**config.mk**
```make
export PLATFORM = sky130hd
export DESIGN_NAME = hash_tte_lookup
export DESIGN_NICKNAME = d
export VERILOG_FILES = /design/src/rtl/hash_tte_lookup.sv
export SDC_FILE = /design/constraint.sdc
export NUM_CORES = 1
export LEC_CHECK = 0
export BUFFER_PORTS_ARGS = -buffer_cell sky130_fd_sc_hd__buf_2
export CORE_MARGIN = 1
export CORE_UTILIZATION = 54
export DETAILED_ROUTE_END_ITERATION = 10
export PLACE_DENSITY = 0.84
export SYNTH_ARGS = -nofsm -noshare
export SYNTH_HDL_FRONTEND = slang
export SYNTH_SLANG_ARGS = --single-unit
```
**constraint.sdc**
```tcl
create_clock -name clk -period 4.8 [get_ports clk]
set_input_delay 0.96 -clock clk [delete_from_list [all_inputs] [get_ports clk]]
set_output_delay 0.96 -clock clk [all_outputs]
set_load 0.05 [all_outputs]
```
**src/rtl/hash_tte_lookup.sv**
```systemverilog
// Lookup front-end for the TTE flow-table hash bucket: folds {dmac, smac} into a
// bucket index, issues the bucket request with retry/timeout, and keeps hit/miss counts.
module hash_tte_lookup #(
  parameter int unsigned TIMEOUT   = 15,
  parameter int unsigned MAX_RETRY = 3,
  parameter int unsigned CNT_W     = 16
) (
  input  logic              clk,
  input  logic              rstn,
  input  logic              lk_req,
  input  logic [47:0]       lk_dmac,
  input  logic [47:0]       lk_smac,
  output logic              lk_ready,
  output logic              lk_ack,
  output logic              lk_nak,
  output logic              lk_err,
  output logic [15:0]       lk_portmap,
  output logic [47:0]       se_dmac,
  output logic [47:0]       se_smac,
  output logic [11:0]       se_hash,
  output logic              se_req,
  input  logic              se_ack,
  input  logic              se_nak,
  input  logic [15:0]       se_result,
  input  logic              bk_busy,
  output logic [CNT_W-1:0]  hit_cnt,
  output logic [CNT_W-1:0]  miss_cnt
);

  localparam int unsigned MAC_W  = 48;
  localparam int unsigned HASH_W = 12;
  localparam int unsigned PM_W   = 16;
  localparam int unsigned TMR_W  = $clog2(TIMEOUT + 2);
  localparam int unsigned RTY_W  = $clog2(MAX_RETRY + 2);

  typedef enum logic [2:0] {
    S_IDLE,
    S_HASH,
    S_ISSUE,
    S_WAIT,
    S_DONE
  } state_t;

  typedef enum logic [1:0] {
    R_HIT,
    R_MISS,
    R_ERR
  } res_t;

  state_t              state_q, state_d;
  res_t                res_q, res_d;
  logic [TMR_W-1:0]    timer_q, timer_d;
  logic [RTY_W-1:0]    retry_q, retry_d;
  logic [PM_W-1:0]     cap_q, cap_d;
  logic [MAC_W-1:0]    dmac_q, dmac_d, smac_q, smac_d;
  logic [HASH_W-1:0]   hash_q, hash_d;
  logic                ack_q, ack_d, nak_q, nak_d, err_q, err_d;
  logic [PM_W-1:0]     pm_q, pm_d;
  logic [CNT_W-1:0]    hit_q, hit_d, miss_q, miss_d;
  logic                se_req_c;

  // XOR-fold of the eight 12-bit slices of the two MACs
  function automatic logic [HASH_W-1:0] fold(input logic [MAC_W-1:0] d,
                                             input logic [MAC_W-1:0] s);
    return d[11:0] ^ d[23:12] ^ d[35:24] ^ d[47:36]
         ^ s[11:0] ^ s[23:12] ^ s[35:24] ^ s[47:36];
  endfunction

  always_ff @(posedge clk or negedge rstn) begin
    if (!rstn) begin
      state_q <= S_IDLE;
      res_q   <= R_HIT;
      timer_q <= '0;
      retry_q <= '0;
      cap_q   <= '0;
      dmac_q  <= '0;
      smac_q  <= '0;
      hash_q  <= '0;
      ack_q   <= 1'b0;
      nak_q   <= 1'b0;
      err_q   <= 1'b0;
      pm_q    <= '0;
      hit_q   <= '0;
      miss_q  <= '0;
    end else begin
      state_q <= state_d;
      res_q   <= res_d;
      timer_q <= timer_d;
      retry_q <= retry_d;
      cap_q   <= cap_d;
      dmac_q  <= dmac_d;
      smac_q  <= smac_d;
      hash_q  <= hash_d;
      ack_q   <= ack_d;
      nak_q   <= nak_d;
      err_q   <= err_d;
      pm_q    <= pm_d;
      hit_q   <= hit_d;
      miss_q  <= miss_d;
    end
  end

  always_comb begin
    state_d  = state_q;
    res_d    = res_q;
    timer_d  = timer_q;
    retry_d  = retry_q;
    cap_d    = cap_q;
    dmac_d   = dmac_q;
    smac_d   = smac_q;
    hash_d   = hash_q;
    ack_d    = 1'b0;
    nak_d    = 1'b0;
    err_d    = 1'b0;
    pm_d     = '0;
    hit_d    = hit_q;
    miss_d   = miss_q;
    se_req_c = 1'b0;

    unique case (state_q)
      S_IDLE: begin
        if (lk_req) begin
          dmac_d  = lk_dmac;
          smac_d  = lk_smac;
          retry_d = '0;
          state_d = S_HASH;
        end
      end
      S_HASH: begin
        hash_d  = fold(dmac_q, smac_q);
        state_d = S_ISSUE;
      end
      S_ISSUE: begin
        // hold off while the bucket is clearing/updating
        if (!bk_busy) begin
          se_req_c = 1'b1;
          timer_d  = '0;
          state_d  = S_WAIT;
        end
      end
      S_WAIT: begin
        timer_d = timer_q + TMR_W'(1);
        // a response on the timeout cycle takes priority over the re-issue
        if (se_nak) begin
          res_d   = R_MISS;
          state_d = S_DONE;
        end else if (se_ack) begin
          res_d   = R_HIT;
          cap_d   = se_result;
          state_d = S_DONE;
        end else if (timer_q == TMR_W'(TIMEOUT)) begin
          if (retry_q < RTY_W'(MAX_RETRY)) begin
            retry_d = retry_q + RTY_W'(1);
            state_d = S_ISSUE;
          end else begin
            res_d   = R_ERR;
            state_d = S_DONE;
          end
        end
      end
      S_DONE: begin
        if (res_q == R_HIT) begin
          ack_d = 1'b1;
          pm_d  = cap_q;
          hit_d = (hit_q == '1) ? hit_q : hit_q + CNT_W'(1);
        end else begin
          nak_d  = 1'b1;
          err_d  = (res_q == R_ERR);
          miss_d = (miss_q == '1) ? miss_q : miss_q + CNT_W'(1);
        end
        state_d = S_IDLE;
      end
      default: state_d = S_IDLE;
    endcase
  end

  assign lk_ready   = (state_q == S_IDLE);
  assign se_req     = se_req_c;
  assign lk_ack     = ack_q;
  assign lk_nak     = nak_q;
  assign lk_err     = err_q;
  assign lk_portmap = pm_q;
  assign se_dmac    = dmac_q;
  assign se_smac    = smac_q;
  assign se_hash    = hash_q;
  assign hit_cnt    = hit_q;
  assign miss_cnt   = miss_q;

endmodule

```
==> reports/qor.csv, run 1 <==
stage,metric,value,unit
status,status,finished clean,
global_route,grt_pass1_vias,5940,
logic_synthesis,synthCells,610,
floorplanning,rows,44,
clock_tree,clk_path_buf_depth,2,
worst_setup_path,rr_worst_depth,4,
logic_synthesis,yosys.area.top_type_share,58.0,%
power_and_ir_drop,leakagePower,4.97,nW
worst_setup_path,reg2reg_to,se_smac[24],
floorplanning,start_util,55.6,%
sta,setup_viol,0,
route,drc,0,
worst_setup_path,setup.worst_path.class,input pin to primary output,
worst_setup_path,required,3840,ps
logic_synthesis,synth.net_count,733,
global_route,antenna_found_initial,1,
floorplanning,core_area,14600,sq um
clock_tree,numClockSinks,188,
clock_tree,clk_pin_slew_worst_paths,70,ps
route,drt_iter0_drc,357,
power_and_ir_drop,p_comb_share,53.6,%
clock_tree,postCtsSetupBuffers,0,
power_and_ir_drop,vdd_drop_max,0.000689,V
layout,design_area,10300,sq um
power_and_ir_drop,internal-power,4.76,mW
global_route,grt_pass1_wl,30700,microns
logic_synthesis,ys.flop_type,dfrtp_1,
clock_tree,tritoncts,yes,
worst_setup_path,r2r_setup_slack,2540,ps
route,firstDrtPassIters,4,
worst_setup_path,cpPeakStageDelay,310,ps
worst_hold_path,hold_path_end,lk_portmap[8],
layout,regArea,4700,sq um
placed_design,dpl-instance-area,9700,sq um
layout,final_util,70.6,%
logic_synthesis,yosys_warnings,0,
layout,drive_gt1_share,48.7,%
placed_design,gp_congestion,0.838,
sta,final.setup.tns,0,ps
worst_setup_path,r2r-start,state_q[1],
route,viasPerCell,5.26,
sta,rsz0062_at_grt,false,
logic_synthesis,yosysSeqAreaShare,58.0,%
floorplanning,fp.dieW,125,microns
floorplanning,ioPinCount,279,
clock_tree,cts-root-buf,clkbuf_16,
route,vias,5736,
sta,report.final.slew_viol_count,0,
sta,worst_pin_slew,944,ps
placed_design,place_hpwl,13400,microns
sta,period_share,53.4,%
clock_tree,cts_hold_buf,0,
worst_setup_path,path_common_cell,buf_2,
worst_setup_path,worstSetupStartpointType,input pin,
job,max-cap-violations,0,
clock_tree,cts_buffers,17,
layout,multiInputGateArea,3300,sq um
clock_tree,cts_resized,0,
logic_synthesis,synth_edf_count,0,
layout,syn_to_final_growth,26.9,%
worst_setup_path,path_cells,buf_2 -> nor4b_1 -> buf_2,
worst_setup_path,critPathSlowestCell,buf_2,
logic_synthesis,async_reset_ff_share,100,%
global_route,grt_max_degree,123,
route,wl_per_cell,16.9,microns
sta,period_needed,2560,ps
logic_synthesis,netlist_area,8120,sq um
worst_setup_path,cp-end-kind,primary output,
worst_hold_path,hold_start,cap_q[8],
power_and_ir_drop,p_sw,4.21,mW
power_and_ir_drop,p_sw_share,46.9,%
layout,nFillCells,1046,
logic_synthesis,synth.area.top_cells,"dfrtp_1 (58%), mux2_2 (16%), xnor2_1 (10%), xor2_1 (1.6%), nor2_1 (1.4%)",
sta,setup_slack,2240,ps
clock_tree,worstSkewPairLatency,420,ps
power_and_ir_drop,seqPwrFrac,30.6,%
global_route,grt_usage,25.3,%
route,drt-total-wl,18500,microns
layout,final_common_cell,buf_2,
worst_hold_path,worstHoldPathCells,1,
layout,final_nets,1016,
logic_synthesis,ys_seq_elements,188,
logic_synthesis,avgSynthCellArea,13.3,sq um
floorplanning,die_h,125,microns
placed_design,dpl_worst_slack,2070,ps
sta,max_freq,0.390,GHz
sta,hold_viol,0,
power_and_ir_drop,pwr-share-clk,15.7,%
placed_design,portBuffers,278,
sta,relSlewSlack,37.1,%
logic_synthesis,synth_top_cell_by_area,dfrtp_1,
worst_setup_path,worstPathArrival,1600,ps
sta,worst_clock_skew,12.9,ps
clock_tree,htree_levels,4,
route,antenna_left,0,
power_and_ir_drop,p_per_area,871,nW/um^2
floorplanning,dieArea,15500,sq um
layout,mostFrequentLayoutCells,"buf_2 (277), dfrtp_1 (188), mux2_2 (117), xnor2_1 (93), nor2_1 (31)",
logic_synthesis,synth.distinct_cells,43,
worst_setup_path,crit_path_max_fanout,2,
worst_hold_path,hold_path.class,flip-flop to flip-flop,
global_route,grt_overflow,0,
worst max-delay path by stage:
stage	from	endpoint	slack (ps)	depth (start not counted)
after floorplan	bk_busy	se_req	1240	1
after global placement	lk_req	se_smac[24]	2160	5
after detailed placement	lk_req	se_smac[24]	2070	5
after CTS	bk_busy	se_req	2240	3
after global routing	state_q[0]	se_req	2070	2
final	bk_busy	se_req	2240	3
per-stage QoR:
stage / power [mW] / instances / hold WS [ps]
6_report: 8.96 / 1091 / 472
5_1_grt: 9.44 / 1091 / 495
4_1_cts: 9.05 / 1090 / 476
3_5_place_dp: 7.61 / 1058 / 465
3_3_place_gp: 7.50 / 1058 / 452
2_1_floorplan: 6.47 / 610 / 440
critical path: cells and delay by family:
family,cells,cell delay (ps)
buffers and inverters,2,410
and+or+nand+nor,1,230
registers in the layout, indices dropped and copies added, names as in the netlist:
name        count
timer_q         5
retry_q         3
miss_cnt       16
lk_nak          1
lk_ack          1
se_hash        12
state_q         3
lk_portmap     16
lk_err          1
hit_cnt        16
se_dmac        48
res_q           2
cap_q          16
se_smac        48
cells by family (layout without fill, tap and decap cells):
family                     after synthesis  count (layout)  synth area share, %
xor gates and xnor gates               108             108                 11.7
other                                    0               1                    0
AOI/OAI and AO/OA                       32              32                 2.37
adders and majority gates                5               5                0.771
buffers and inverters                   25             321                 1.51
muxes                                  120             120                 16.6
and+or+nand+nor                        132             132                 9.11
DFF                                    188             188                 58.0
power groups by stage:
stage	Clock [mW]	Sequential [mW]	Combinational [mW]
after global placement	0	2.73	4.77
after detailed placement	0	2.76	4.85
after floorplan	0	4.40	2.08
after CTS	1.43	2.75	4.87
after global routing	1.51	2.84	5.09
final	1.41	2.75	4.81
final cells by class:
cell class,instances,area share [%]
Antenna cell,1,0.0243
Clock buffer,23,4.74
Clock inverter,9,1.07
Inverter,5,0.182
Multi-Input combinational cell,397,32.0
Sequential cell,188,45.7
Tap cell,184,2.24
Timing Repair Buffer,284,14.0
synthesized netlist by cell type (2+ instances only):
library cell / number
xnor2_1: 93
a21oi_1: 14
inv_1: 5
a31oi_1: 3
mux2_2: 117
and2_1: 17
nor4_1: 3
nand3_1: 13
mux2i_1: 3
a211oi_1: 2
clkbuf_1: 5
dfrtp_1: 188
and3_1: 2
and2b_1: 2
buf_4: 4
ha_1: 5
nor3b_1: 5
nand2_1: 22
nor3_1: 11
o21ai_0: 6
nand4_1: 8
buf_2: 11
a22o_1: 3
nor2b_1: 3
nor2_1: 31
xor2_1: 15
nor4b_2: 2
and4_1: 2
layer usage:
metal	track usage, %	routed length (microns)	part of all wire, %
met1	30.3	7270	39
met2	44.0	9830	53
met3	7.04	1090	5.9
met4	7.87	296	1.6
met5	0	0	0
No activity file was read; power rests on OpenSTA's default activity.
==> run 2: changes to the inputs <==
CORE_UTILIZATION = 45   (was 54)
PLACE_DENSITY = 0.75   (was 0.84)
clock period = 2.1 ns   (was 4.8 ns; I/O delays follow)
==> run 2 against run 1 <==
Against the previous run:
- combinational power grew 130%
- critical path type is now flip-flop to primary output
- die area grew 20%
- cell area grew 2.5%
- worst hold slack lost 250 ps
- utilization shrank 10 points
- critical endpoint unchanged
- sequential power grew 120%
- first-iteration DRC count shrank 58%
- global-route usage shrank 3.8 points
- sequential share of layout area shrank 1.1 points
- non-clock buffer count grew 16
- routed wire length grew 3.9%
==> reports/qor.csv, run 2 (synthesis gave the netlist of run 1 again) <==
stage,metric,value,unit
clock_tree,cts_hold_buf,1,
layout,mostFrequentLayoutCells,"buf_2 (277), dfrtp_1 (188), mux2_2 (117), xnor2_1 (93), nor2_1 (31)",
worst_hold_path,hold_path_end,se_dmac[16],
power_and_ir_drop,vdd_drop_max,0.00186,V
worst_setup_path,cpPeakStageDelay,380,ps
worst_setup_path,r2r-start,state_q[0],
worst_hold_path,hold_start,lk_dmac[16],
clock_tree,htree_levels,4,
clock_tree,cts_buffers,17,
layout,final_nets,1032,
route,wl_met2,10000,microns
sta,final.setup.tns,0,ps
sta,relSlewSlack,60.2,%
route,maxUsedRoutingLayer,met5,
worst_setup_path,worstPathArrival,1540,ps
placed_design,gp_congestion,0.794,
power_and_ir_drop,p_per_area,1950,nW/um^2
floorplanning,core_area,17500,sq um
route,viasPerCell,4.99,
global_route,grt_pass1_vias,5865,
route,wl_per_cell,16.7,microns
sta,period_needed,1960,ps
floorplanning,dieArea,18600,sq um
worst_setup_path,rr_worst_depth,5,
global_route,grt_overflow,0,
route,firstDrtPassIters,4,
worst_hold_path,hold_path.class,input pin to flip-flop,
clock_tree,cts_resized,0,
worst_setup_path,r2r_setup_slack,170,ps
sta,worst_clock_skew,8.67,ps
placed_design,place_hpwl,14700,microns
layout,design_area,10600,sq um
route,drt_iter0_drc,151,
worst_setup_path,cp-end-kind,primary output,
layout,final_common_cell,buf_2,
power_and_ir_drop,leakagePower,5.08,nW
route,drc,0,
power_and_ir_drop,power,20.6,mW
status,status,finished clean,
global_route,grt_max_degree,63,
floorplanning,start_util,46.4,%
layout,syn_to_final_growth,30.0,%
floorplanning,rows,48,
clock_tree,clk_path_buf_depth,2,
global_route,grt_pass1_wl,29900,microns
sta,rsz0062_at_grt,false,
sta,worst_pin_slew,590,ps
worst_setup_path,setup.worst_path.class,flip-flop to primary output,
floorplanning,fp.dieW,136,microns
sta,period_share,93.4,%
sta,report.final.slew_viol_count,0,
route,met1_length,7280,microns
worst_setup_path,required,1680,ps
route,antenna_left,0,
job,max-cap-violations,0,
route,met3WireLength,1330,microns
clock_tree,numClockSinks,188,
worst_setup_path,crit_path_max_fanout,9,
worst_setup_path,critPathSlowestCell,dfrtp_1,
worst_setup_path,reg2reg_to,hit_cnt[9],
layout,final_util,60.4,%
clock_tree,postCtsSetupBuffers,0,
global_route,antenna_found_initial,3,
worst_setup_path,worstSetupStartpointType,flip-flop,
sta,max_freq,0.510,GHz
route,drt-total-wl,19200,microns
floorplanning,ioPinCount,279,
placed_design,dpl-instance-area,9950,sq um
placed_design,portBuffers,278,
route,vias,5733,
layout,drive_gt1_share,49.7,%
worst_hold_path,worstHoldPathCells,2,
clock_tree,clk_pin_slew_worst_paths,70,ps
floorplanning,die_h,136,microns
sta,hold_viol,0,
worst_setup_path,path_cells,buf_4 -> nor4b_2 -> buf_2,
clock_tree,cts-root-buf,clkbuf_16,
sta,setup_viol,0,
clock_tree,worstSkewPairLatency,420,ps
clock_tree,tritoncts,yes,
global_route,grt_usage,21.5,%
run 2: cell count changes in the layout (fill, tap and decap cells not counted):
cell / delta
buf_4: +8
buf_12: +7
inv_6: +4
clkbuf_8: -2
clkinvlp_4: -2
bufinv_16: -1
clkbuf_1: -1
clkinv_8: +1
dlygate4sd3_1: +1
inv_8: +1
nor4b_1: -1
nor4b_2: +1
run 2: layout make-up:
type | instances | area (sq um)
well taps | 225 | 282
diodes | 1 | 2.50
clock buffers | 20 | 457
multi-input cells | 397 | 3300
inverters | 5 | 18.8
fillers | 1409 | 6930
repair buffers | 300 | 1660
clock inverters | 12 | 128
flip-flops and latches | 188 | 4700
run 2: how the worst max path moves through the flow:
stage               startpoint           to  slack [ps]
floorplan           state_q[0]     lk_ready          -1
global placement    state_q[1]  se_smac[41]         200
detailed placement  state_q[1]  se_smac[20]         190
CTS                 state_q[2]       se_req         120
global route        state_q[0]   hit_cnt[9]          50
finish              state_q[2]       se_req         140
run 2: worst max-delay path, delay by kind of cell, from the launching register on:
family	cells	cell delay (ps)
buffers and inverters	2	480
flip-flops	1	380
AND/OR/NAND/NOR	1	260
run 2: power by group:
group          internal (mW)  switching [mW]  leakage, nW
registers               5.02            1.15         2.34
logic                   4.11            7.18         2.45
clock network           1.74            1.43        0.287
run 2: per-layer routing:
metal / vias up / global-route usage, %
met1: 2791 / 23.6
met2: 196 / 37.4
met3: 36 / 7.38
met5: - / 0
met4: 4 / 9.51
li1: 2706 / -
run 2: per-stage QoR:
stage | setup slack, ps | hold WS (ps) | std cells
2_1_floorplan | -1.15 | 124 | 610
3_3_place_gp | 205 | 427 | 1114
3_5_place_dp | 186 | 434 | 1114
4_1_cts | 116 | 205 | 1147
5_1_grt | 51.3 | 199 | 1148
6_report | 140 | 222 | 1148
==> run 3: changes to the inputs <==
ABC_AREA = 1   (was default)
CORE_UTILIZATION = 47   (was 45)
PLACE_DENSITY = 0.76   (was 0.75)
==> run 3 against run 2 <==
Against the previous run:
- non-clock buffer count fell by 4
- setup slack gained 23 ps
- register-to-register slack improved by 60 ps
- via count up 44%
- synthesized cell count rose by 91%
==> reports/qor.csv, run 3 <==
stage,metric,value,unit
floorplanning,dieArea,19700,sq um
logic_synthesis,synth.area.top_cells,"dfrtp_1 (52%), nand2_1 (21%), inv_1 (5.5%), nand3_1 (4.3%), o21ai_0 (3.8%)",
placed_design,portBuffers,278,
sta,setup_slack,162,ps
sta,final.setup.tns,0,ps
route,antenna_left,0,
sta,period_needed,1940,ps
logic_synthesis,ys_seq_elements,188,
clock_tree,clk_pin_slew_worst_paths,70,ps
logic_synthesis,synth_common_cells,"nand2_1 (505), dfrtp_1 (188), inv_1 (131)",
worst_setup_path,r2r_setup_slack,230,ps
worst_hold_path,hold_path.class,input pin to flip-flop,
worst_setup_path,critPathSlowestCell,dfrtp_2,
clock_tree,htree_levels,4,
sta,worst_pin_slew,604,ps
sta,rsz0062_at_grt,false,
power_and_ir_drop,leakagePower,6.46,nW
sta,report.final.slew_viol_count,0,
route,vias,8250,
global_route,grt_pass1_wl,38000,microns
worst_setup_path,worstSetupStartpointType,flip-flop,
layout,nFillCells,1662,
placed_design,place_hpwl,17500,microns
clock_tree,tritoncts,yes,
logic_synthesis,avgSynthCellArea,7.74,sq um
worst_hold_path,hold_path_end,se_smac[44],
route,firstDrtPassIters,5,
global_route,grt_overflow,0,
placed_design,gp_congestion,0.915,
layout,syn_to_final_growth,26.6,%
route,drc,0,
clock_tree,cts_buffers,17,
route,wl_per_cell,13.9,microns
layout,fin_cells,1695,
power_and_ir_drop,pwr-share-clk,16.4,%
logic_synthesis,synthCells,1163,
global_route,antenna_found_initial,4,
worst_setup_path,crit_path_max_fanout,5,
floorplanning,die_h,140,microns
clock_tree,cts-root-buf,clkbuf_16,
floorplanning,core_area,18800,sq um
worst_setup_path,setup.worst_path.class,flip-flop to primary output,
logic_synthesis,yosysMostFrequentCell,nand2_1,
layout,mostFrequentLayoutCells,"nand2_1 (504), buf_2 (276), dfrtp_1 (187), inv_1 (131), nand3_1 (78)",
logic_synthesis,synth.distinct_cells,32,
power_and_ir_drop,p_sw,10.3,mW
worst_setup_path,cpPeakStageDelay,440,ps
clock_tree,worstSkewPairLatency,430,ps
logic_synthesis,netlist_area,9010,sq um
layout,final_nets,1568,
worst_hold_path,worstHoldPathCells,3,
placed_design,dpl_worst_slack,185,ps
floorplanning,start_util,48.0,%
worst_setup_path,required,1680,ps
logic_synthesis,yosys.area.top_type_share,52.2,%
power_and_ir_drop,vdd_drop_max,0.00107,V
sta,relSlewSlack,59.7,%
power_and_ir_drop,p_sw_share,51.9,%
global_route,grt_max_degree,56,
clock_tree,clk_path_buf_depth,2,
sta,setup_viol,0,
sta,max_freq,0.516,GHz
logic_synthesis,yosys_warnings,0,
sta,worst_clock_skew,11.8,ps
logic_synthesis,ys.flop_type,dfrtp_1,
floorplanning,rows,50,
route,drt-total-wl,23500,microns
sta,period_share,92.3,%
clock_tree,numClockSinks,188,
logic_synthesis,async_reset_ff_share,100,%
worst_hold_path,hold_start,lk_smac[44],
layout,drive_gt1_share,23.6,%
logic_synthesis,synth.net_count,1286,
worst_setup_path,cp-end-kind,primary output,
logic_synthesis,synth_top_cell_by_area,dfrtp_1,
global_route,grt_pass1_vias,7885,
power_and_ir_drop,seqPwrFrac,30.6,%
route,viasPerCell,4.87,
power_and_ir_drop,p_per_area,1740,nW/um^2
worst_setup_path,worstPathArrival,1520,ps
logic_synthesis,yosysSeqAreaShare,52.2,%
power_and_ir_drop,internal-power,9.55,mW
sta,hold_viol,0,
layout,final_common_cell,nand2_1,
floorplanning,fp.dieW,140,microns
worst_setup_path,path_cells,nor2_2 -> inv_1 -> nor2_2 -> inv_1 -> nor2_2 -> buf_6,
worst_setup_path,reg2reg_to,hit_cnt[0],
worst_setup_path,path_common_cell,nor2_2,
status,status,finished clean,
floorplanning,ioPinCount,279,
global_route,grt_usage,24.7,%
route,drt_iter0_drc,391,
job,max-cap-violations,0,
power_and_ir_drop,p_comb_share,53.0,%
worst_setup_path,r2r-start,hit_cnt[0],
logic_synthesis,synth_edf_count,0,
worst_setup_path,rr_worst_depth,9,
placed_design,placedCellCount,1657,
==> run 3: cell count changes in the layout (fill, tap and decap cells not counted), sizes merged, moves of 9 or more <==
| cell | delta |
|---|---|
| mux2 | -117 |
| o21ai | +76 |
| and2 | -17 |
| xnor2 | -69 |
| nor2 | +23 |
| a21oi | -9 |
| nand2 | +485 |
| xor2 | +13 |
| nand3 | +67 |
| inv | +127 |
==> run 3: worst max path at each step <==
stage,from,endpoint,cells past startpoint
5_1_grt,state_q[2],se_req,6
3_3_place_gp,hit_cnt[0],hit_cnt[15],8
3_5_place_dp,hit_cnt[0],hit_cnt[4],8
6_report,state_q[2],se_req,6
2_1_floorplan,hit_cnt[0],hit_cnt[6],10
4_1_cts,state_q[2],se_req,6
==> run 3: cell type report <==
type / instances / area (sq um) / area share, %
inverters: 134 / 505 / 4.43
clock inverters: 11 / 130 / 1.14
repair buffers: 296 / 1620 / 14.2
flip-flops and latches: 188 / 4710 / 41.3
clock buffers: 21 / 470 / 4.13
diodes: 3 / 7.51 / 0.0659
multi-input cells: 808 / 3670 / 32.2
well taps: 234 / 293 / 2.57
==> run 3: critical path: cells and delay by family, from the launching register on <==
family                 cells  cell delay [ps]
buffers and inverters      3              310
AND/OR/NAND/NOR            3              340
flip-flops                 1              440
==> run 3: timing repair <==
action                                  in CTS  in global routing
setup buffers                                0                  2
endpoints found under the hold margin       48                  0
gates resized for setup                      3                  5
hold buffers                                 1                  0
endpoints found under the setup margin       1                 13
==> run 3: cell families after synthesis <==
kind of cell,Yosys count,synth area share (%)
buf+inv,167,7.26
simple gates,661,29.7
fa+ha+maj,5,0.695
xor+xnor,52,5.06
compound gates,90,5.08
flops,188,52.2
==> run 3: per-layer routing <==
metal	vias to the layer above	wire, microns	GRT usage, %
li1	4135	-	-
met1	3810	10100	30.5
met2	256	11400	41.2
met3	47	1280	5.98
met4	2	737	11.0
met5	-	13	0
==> run 3: metrics by stage <==
stage,power [mW],utilization (%),cell area [sq um],hold slack (ps)
after floorplan,13.8,-,9010,124
after global placement,16.3,57.2,10700,421
after detailed placement,16.6,57.2,10700,427
after CTS,20.0,60.5,11400,167
after global routing,21.2,60.7,11400,176
final,19.9,60.7,11400,183
==> run 3: power groups by stage <==
stage          Sequential, mW  Clock [mW]  Combinational [mW]
3_5_place_dp             6.11           0                10.5
2_1_floorplan            9.65           0                4.15
6_report                 6.08        3.26                10.5
4_1_cts                  6.08        3.33                10.6
5_1_grt                  6.26        3.47                11.5
3_3_place_gp             6.06           0                10.3
